`config.mk`:
```
export PLATFORM = sky130hd
export DESIGN_NAME = pipe_hold_ctrl
export DESIGN_NICKNAME = d
export VERILOG_FILES = /design/src/rtl/pipe_hold_ctrl.sv
export SDC_FILE = /design/constraint.sdc
export NUM_CORES = 1
export LEC_CHECK = 0
export CAP_MARGIN = 10
export CORE_UTILIZATION = 40
export DETAILED_ROUTE_END_ITERATION = 10
export PLACE_DENSITY_LB_ADDON = 0.3
export SLEW_MARGIN = 10
export SYNTH_ARGS = -nofsm -noshare
export SYNTH_HDL_FRONTEND = slang
export SYNTH_SLANG_ARGS = --single-unit
```
`constraint.sdc`:
```
create_clock -name clk -period 2.2 [get_ports clk]
set_input_delay 0.44 -clock clk [delete_from_list [all_inputs] [get_ports clk]]
set_output_delay 0.44 -clock clk [all_outputs]
set_load 0.03 [all_outputs]
```
`src/rtl/pipe_hold_ctrl.sv`:
```
// Pipeline hold/flush controller: arbitrates redirects and stall requests into the
// shared hold_flag bus, sequences post-redirect flush cycles, watches bus stalls and counts stall cycles.
module pipe_hold_ctrl #(
  parameter int unsigned FLUSH_CYCLES = 1,
  parameter int unsigned BUS_TIMEOUT  = 256,
  parameter int unsigned CNT_W        = 32
) (
  input  logic             clk,
  input  logic             rst,
  input  logic             jump_req_i,
  input  logic [31:0]      jump_addr_i,
  input  logic             int_assert_i,
  input  logic [31:0]      int_addr_i,
  input  logic             ex_hold_req_i,
  input  logic             rib_hold_req_i,
  input  logic             jtag_halt_req_i,
  output logic [2:0]       hold_flag_o,
  output logic             jump_flag_o,
  output logic [31:0]      jump_addr_o,
  output logic             flush_busy_o,
  output logic             bus_timeout_o,
  output logic [CNT_W-1:0] stall_cnt_o
);

  typedef enum logic {RUN, FLUSH} state_t;

  localparam logic [2:0]  HOLD_NONE  = 3'b000;
  localparam logic [2:0]  HOLD_PC    = 3'b001;
  localparam logic [2:0]  HOLD_ALL   = 3'b011;
  localparam logic [3:0]  FLUSH_LOAD = 4'(FLUSH_CYCLES);
  localparam logic [15:0] BUS_LIMIT  = 16'(BUS_TIMEOUT);
  localparam bit          HAS_FLUSH  = (FLUSH_CYCLES != 0);

  state_t           state, state_nxt;
  logic [3:0]       flush_cnt, flush_cnt_nxt;
  logic [15:0]      bus_cnt, bus_cnt_nxt;
  logic [CNT_W-1:0] stall_cnt;
  logic             redirect;

  always_comb begin
    // NOTE: every combinational output gets a default first so no path can infer a latch.
    state_nxt     = state;
    flush_cnt_nxt = flush_cnt;
    bus_cnt_nxt   = 16'd0;
    redirect      = int_assert_i | jump_req_i;

    case (state)
      RUN: begin
        if (redirect && HAS_FLUSH) begin
          state_nxt     = FLUSH;
          flush_cnt_nxt = FLUSH_LOAD;
        end
      end
      FLUSH: begin
        if (redirect) begin
          flush_cnt_nxt = FLUSH_LOAD;
        end else if (flush_cnt == 4'd1) begin
          state_nxt     = RUN;
          flush_cnt_nxt = 4'd0;
        end else begin
          flush_cnt_nxt = flush_cnt - 4'd1;
        end
      end
      default: begin
        state_nxt     = RUN;
        flush_cnt_nxt = 4'd0;
      end
    endcase

    // Watchdog saturates so the timeout pulse fires once per continuous stall.
    if (rib_hold_req_i) begin
      bus_cnt_nxt = (bus_cnt == BUS_LIMIT) ? bus_cnt : bus_cnt + 16'd1;
    end

    // Interrupt wins; a simultaneous EX jump is dropped and flushed with the rest.
    jump_flag_o = redirect & ~rst;
    jump_addr_o = 32'd0;
    if (!rst) begin
      if (int_assert_i)    jump_addr_o = int_addr_i;
      else if (jump_req_i) jump_addr_o = jump_addr_i;
    end

    hold_flag_o = HOLD_NONE;
    if (!rst) begin
      if (redirect || state == FLUSH || ex_hold_req_i || jtag_halt_req_i) hold_flag_o = HOLD_ALL;
      else if (rib_hold_req_i)                                             hold_flag_o = HOLD_PC;
    end

    bus_timeout_o = ~rst & rib_hold_req_i & (bus_cnt == BUS_LIMIT - 16'd1);
    flush_busy_o  = ~rst & (state == FLUSH);
    stall_cnt_o   = rst ? '0 : stall_cnt;
  end

  // NOTE: sequential state uses non-blocking assignments so all registers update from pre-edge values.
  always_ff @(posedge clk) begin
    if (rst) begin
      state     <= RUN;
      flush_cnt <= 4'd0;
      bus_cnt   <= 16'd0;
      stall_cnt <= '0;
    end else begin
      state     <= state_nxt;
      flush_cnt <= flush_cnt_nxt;
      bus_cnt   <= bus_cnt_nxt;
      if (hold_flag_o != HOLD_NONE) stall_cnt <= stall_cnt + CNT_W'(1);
    end
  end

endmodule
```
# == After elaboration in Yosys (flattened, before gate mapping) ==
# Cells that the tools add are included.
# totals
regBits,53
word_cells,39
out_inout_bits,70
# op_classes
n_bitwise,8
n_reduce_logical,5
add_sub_neg,3
muxes,15
n_eq_ne,4
# op_table
op,n
two-way mux 32 bit,4
adder 32 x 1 -> 32 bit (second input constant),1
adder 16 x 1 -> 16 bit (second input constant),1
== test 16 x 8 -> 1 bit (second input constant),1
== test 16 x 9 -> 1 bit (second input constant),1
two-way mux 4 bit,3
one-hot mux 4 bit (2 select lines),1
bitwise AND 1 bit,4
== test 4 x 1 -> 1 bit (second input constant),1
two-way mux 1 bit,4
two-way mux 2 bit,2
subtractor 4 x 1 -> 4 bit (second input constant),1
logical OR 1 bit,3
inverter 1 bit,3
nonzero test 3 bit,1
!= test 2 bit (second input constant),1
one-hot mux 1 bit (2 select lines),1
OR reduction 2 bit,1
bitwise OR 1 bit,1

# == Longest topological paths before layout ==
# depth
ltp_word,7
mapped_depth,7
mapped_depth_nobuf,6

# == Worst setup path before layout ==
# OpenSTA, ideal clock, no wires.
# synth_timing
path_kind,register to output
startpoint,register bus_cnt[3]
endpoint,output port bus_timeout_o
arrival_time_ns,1.910
required_ns,1.760
setup_slack_ns,-0.150
stages_incl_launch_ff,5
cell_sequence,dfxtp_1 > and4_1 > clkbuf_1 > nand3_1 > nor4_1
# synth_between
elab_chain_cells,2
# synth_lines
element,line,rtl
start: declaration,36,"logic [15:0] bus_cnt, bus_cnt_nxt;"
start signal: assignment,104,bus_cnt <= bus_cnt_nxt;
== test 16 x 8 -> 1 bit,89,bus_timeout_o = ~rst & rib_hold_req_i & (bus_cnt == BUS_LIMIT - 16'd1);
bitwise AND 1 bit,89,
end: declaration,21,"output logic bus_timeout_o,"
# No other way between the ends.

# == Final worst setup path ==
# layout_timing
startpoint,input port rib_hold_req_i
endpoint,output port hold_flag_o[0]
# layout_between
elab_chain_cells,3
# layout_lines
element,line,rtl
start: declaration,15,"input logic rib_hold_req_i,"
two-way mux 1 bit,86,else if (rib_hold_req_i) hold_flag_o = HOLD_PC;
two-way mux 2 bit,85,if (redirect || state == FLUSH || ex_hold_req_i || jtag_halt_req_i) hold_flag_o = HOLD_ALL;
two-way mux 2 bit,84,if (!rst) begin
end: declaration,17,"output logic [2:0] hold_flag_o,"
# No other way between the ends.

==> summary.md <==
| Metric | Value |
|---|---|
| Full die area | 8560 um2 |
| Register area share after synthesis | 0.324 |
| Reg-to-reg critical path startpoint | stall_cnt[6]$_SDFFE_PP0P_ |
| GRT Overall Usage | 0.221 |
| Clock sinks | 53 |
| # diodes | 0 |
| Overall Power | 2.10 mW |
| Area of the multi-input gates | 2090 um2 |
| DP Cell Count | 650 |
| Area Overhead vs Synth | 55.7% |
| H-tree levels | 2 |
| Hold slack | 0.501 ns |
| I/O Buffers | 139 |
| Leakage power | 1.99 nW |
| Hold Path Class | reg2reg |
| Drt via density | 5.42 |
| Worst Hold Path EP | bus_cnt[15]$_SDFFE_PN0P_ |
| Final WL | 9540 um |
| Grt total ovfl | 0 |
| Pins Over Slew Limit | 0 |
| DP Area | 4830 um2 |
| TritonCTS Buffers | 5 |
| Initial antenna violation count | 0 |
| Power per standard cell area | 410 nW/um2 |
| Cell variety after synth | 47 |
| Clock buffer depth | 2 |
| Most frequent cells after synthesis | 79 x nor2_1, 53 x dfxtp_1, 33 x nor2b_1 |
| CP Max Fanout | 2 |
| Syn nets | 490 |
| Hold_sp | bus_cnt[15]$_SDFFE_PN0P_ |
| Post-synth top area share | 0.324 |
| Largest net degree at the start of global routing | 29 |
| Post-synth top area cell | dfxtp_1 |
| Crit path launch type | input port |
| Worst Setup End Kind | primary output |
| Sequential Area | 1060 um2 |
| Yosys reg bits | 53 |
| Finished Layout Cells | 664 |
| Min Clock Period, post-route | 2.12 ns |
| Slew HR | 0.668 |
| Post-synth ARST share | 0 |
| Vias in the first global route | 3,404 |
| I/O Pins | 141 |
| Cts-stage hold buffer count | 0 |
| R2R Setup Slk | 0.24 ns |
| Worst hold path depth | 2 |
| WP data arrival | 1.68 ns |
| Reg clk slew, reported paths | 0.10 ns |
| CP Class | in2out |
| Routed Antenna Nets | 0 |
| Site Rows | 32 |
| Final #Nets | 637 |
| Worst-Margin Slew | 0.485 ns |
| Die height | 92.5 um |
| Initial cell density of the core | 0.420 |
| Clk_lat worst skew | 0.31 ns |
| DR iter-0 viols | 140 |
| Finished Cell Area | 5100 um2 |
| Wire length per cell | 14.4 um |
| Worst Skew | 0.00828 ns |
| Fill count | 667 |
| CTS root buffer | clkbuf_8 |
| CTS tree | done |
| First-pass GRT wire length | 15,400 um |
| RSZ-0062 raised after global routing | false |
| RePlAce Congestion | 0.863 |
| FMAX | 471 MHz |
| # setup viols final | 0 |
| DP HPWL | 7330 um |
| Reg2reg path depth | 4 |
| Worst Path Required | 1.76 ns |
| Predominant post-synthesis flop cell | dfxtp_1 |
| Share of layout cells above drive strength 1 | 0.199 |
| DR vias | 3,596 |
| Period utilization | 0.966 |
| Cells after Synth | 414 |
| RR Endpoint | stall_cnt[26]$_SDFFE_PP0P_ |
| Post-Syn Area | 3280 um2 |
| Mean Syn Cell Area | 7.92 um2 |
| DRC viols | 0 |
| Pre-antenna DRT Iters | 4 |
| Status | finished clean |
| Final Hold Fails | 0 |
| Ranking of synthesized cells by area | dfxtp_1 32%, nor2_1 9.0%, a22oi_1 7.3%, nor2b_1 6.3%, mux2_2 4.5% |
| Count leader, synth | nor2_1 |
| Max-Cap Viols | 0 |
| VDD IR max | 0.329 mV |
| Yosys warns | 0 |
| Number of flops mapped to enable cells by yosys | 0 |
| Core box area | 7810 um2 |
| Die width | 92.5 um |
[repair_timing]
item	4_1_cts	5_1_grt
endpoints found under the setup margin	35	21
resized for setup	26	9
pin swaps	4	3
gates cloned	4	0
endpoints found under the hold margin	0	0
setup buffers	2	0
[worst max-delay path: stages]
cell and delay, ns:
clkdlybuf4s50_1 0.42, or4_4 0.48, nor2_8 0.14, nor2_1 0.05
buf_4 0.16
[cell families after synthesis]
group                      synth area share
buffers and inverters                0.0531
AOI/OAI and AO/OA                     0.144
DFF                                   0.324
and+or+nand+nor                       0.347
adders and majority gates            0.0191
muxes                                0.0614
xor gates and xnor gates             0.0508
other                               0.00114
[cells in the final DEF (no fill, tap or decap), drive strengths merged, types with 9 or more instances in the layout]
master / instances
nand2: 16
nand4: 14
dfxtp: 53
a21oi: 14
mux2: 17
nand3: 12
a22oi: 32
o21ai: 9
clkdlybuf4s50: 95
nor4: 17
nor2: 80
nor2b: 33
buf: 72
xor2: 15
[area by class of cell]
cell class | count | share of cell area
Multi-Input combinational cell | 323 | 0.409
Tap cell | 102 | 0.0250
Clock inverter | 3 | 0.00515
Inverter | 5 | 0.00368
Clock buffer | 5 | 0.0135
Sequential cell | 53 | 0.208
Timing Repair Buffer | 173 | 0.336
[registers in the layout (all words and copies together), names as in the netlist]
signal     count
bus_cnt       16
state          1
flush_cnt      4
stall_cnt     32
[worst max path at each step]
stage / from / end / slack (ns) / cells after the start
finish: rib_hold_req_i / hold_flag_o[0] / 0.08 / 5
floorplan: int_assert_i / jump_addr_o[10] / 0.12 / 6
detailed placement: ex_hold_req_i / hold_flag_o[0] / -0.43 / 5
CTS: rib_hold_req_i / hold_flag_o[0] / -0.006 / 5
global placement: ex_hold_req_i / hold_flag_o[0] / -0.42 / 5
global route: jump_req_i / jump_addr_o[31] / 0.006 / 8
[per-stage QoR]
stage,TNS [ns],util,setup slack (ns)
6_report,0,0.654,0.0750
5_1_grt,0,0.654,0.00592
4_1_cts,-0.00641,0.652,-0.00641
3_5_place_dp,-10.79,0.618,-0.431
3_3_place_gp,-9.80,0.618,-0.418
2_1_floorplan,0,-,0.122
[layer usage]
metal / vias up / part of all wire / GRT usage
met5: - / 0 / 0
met4: 0 / 0.016 / 0.0612
met3: 13 / 0.051 / 0.0345
met2: 118 / 0.53 / 0.420
met1: 1680 / 0.40 / 0.253
li1: 1785 / - / -
[power breakdown]
| group | internal (mW) | total, mW | switching [mW] |
|---|---|---|---|
| clock | 0.232 | 0.584 | 0.352 |
| sequential | 0.970 | 0.982 | 0.0118 |
| combinational | 0.278 | 0.529 | 0.251 |
| total | 1.48 | 2.10 | 0.615 |
(Power assumes the default switching activity.)
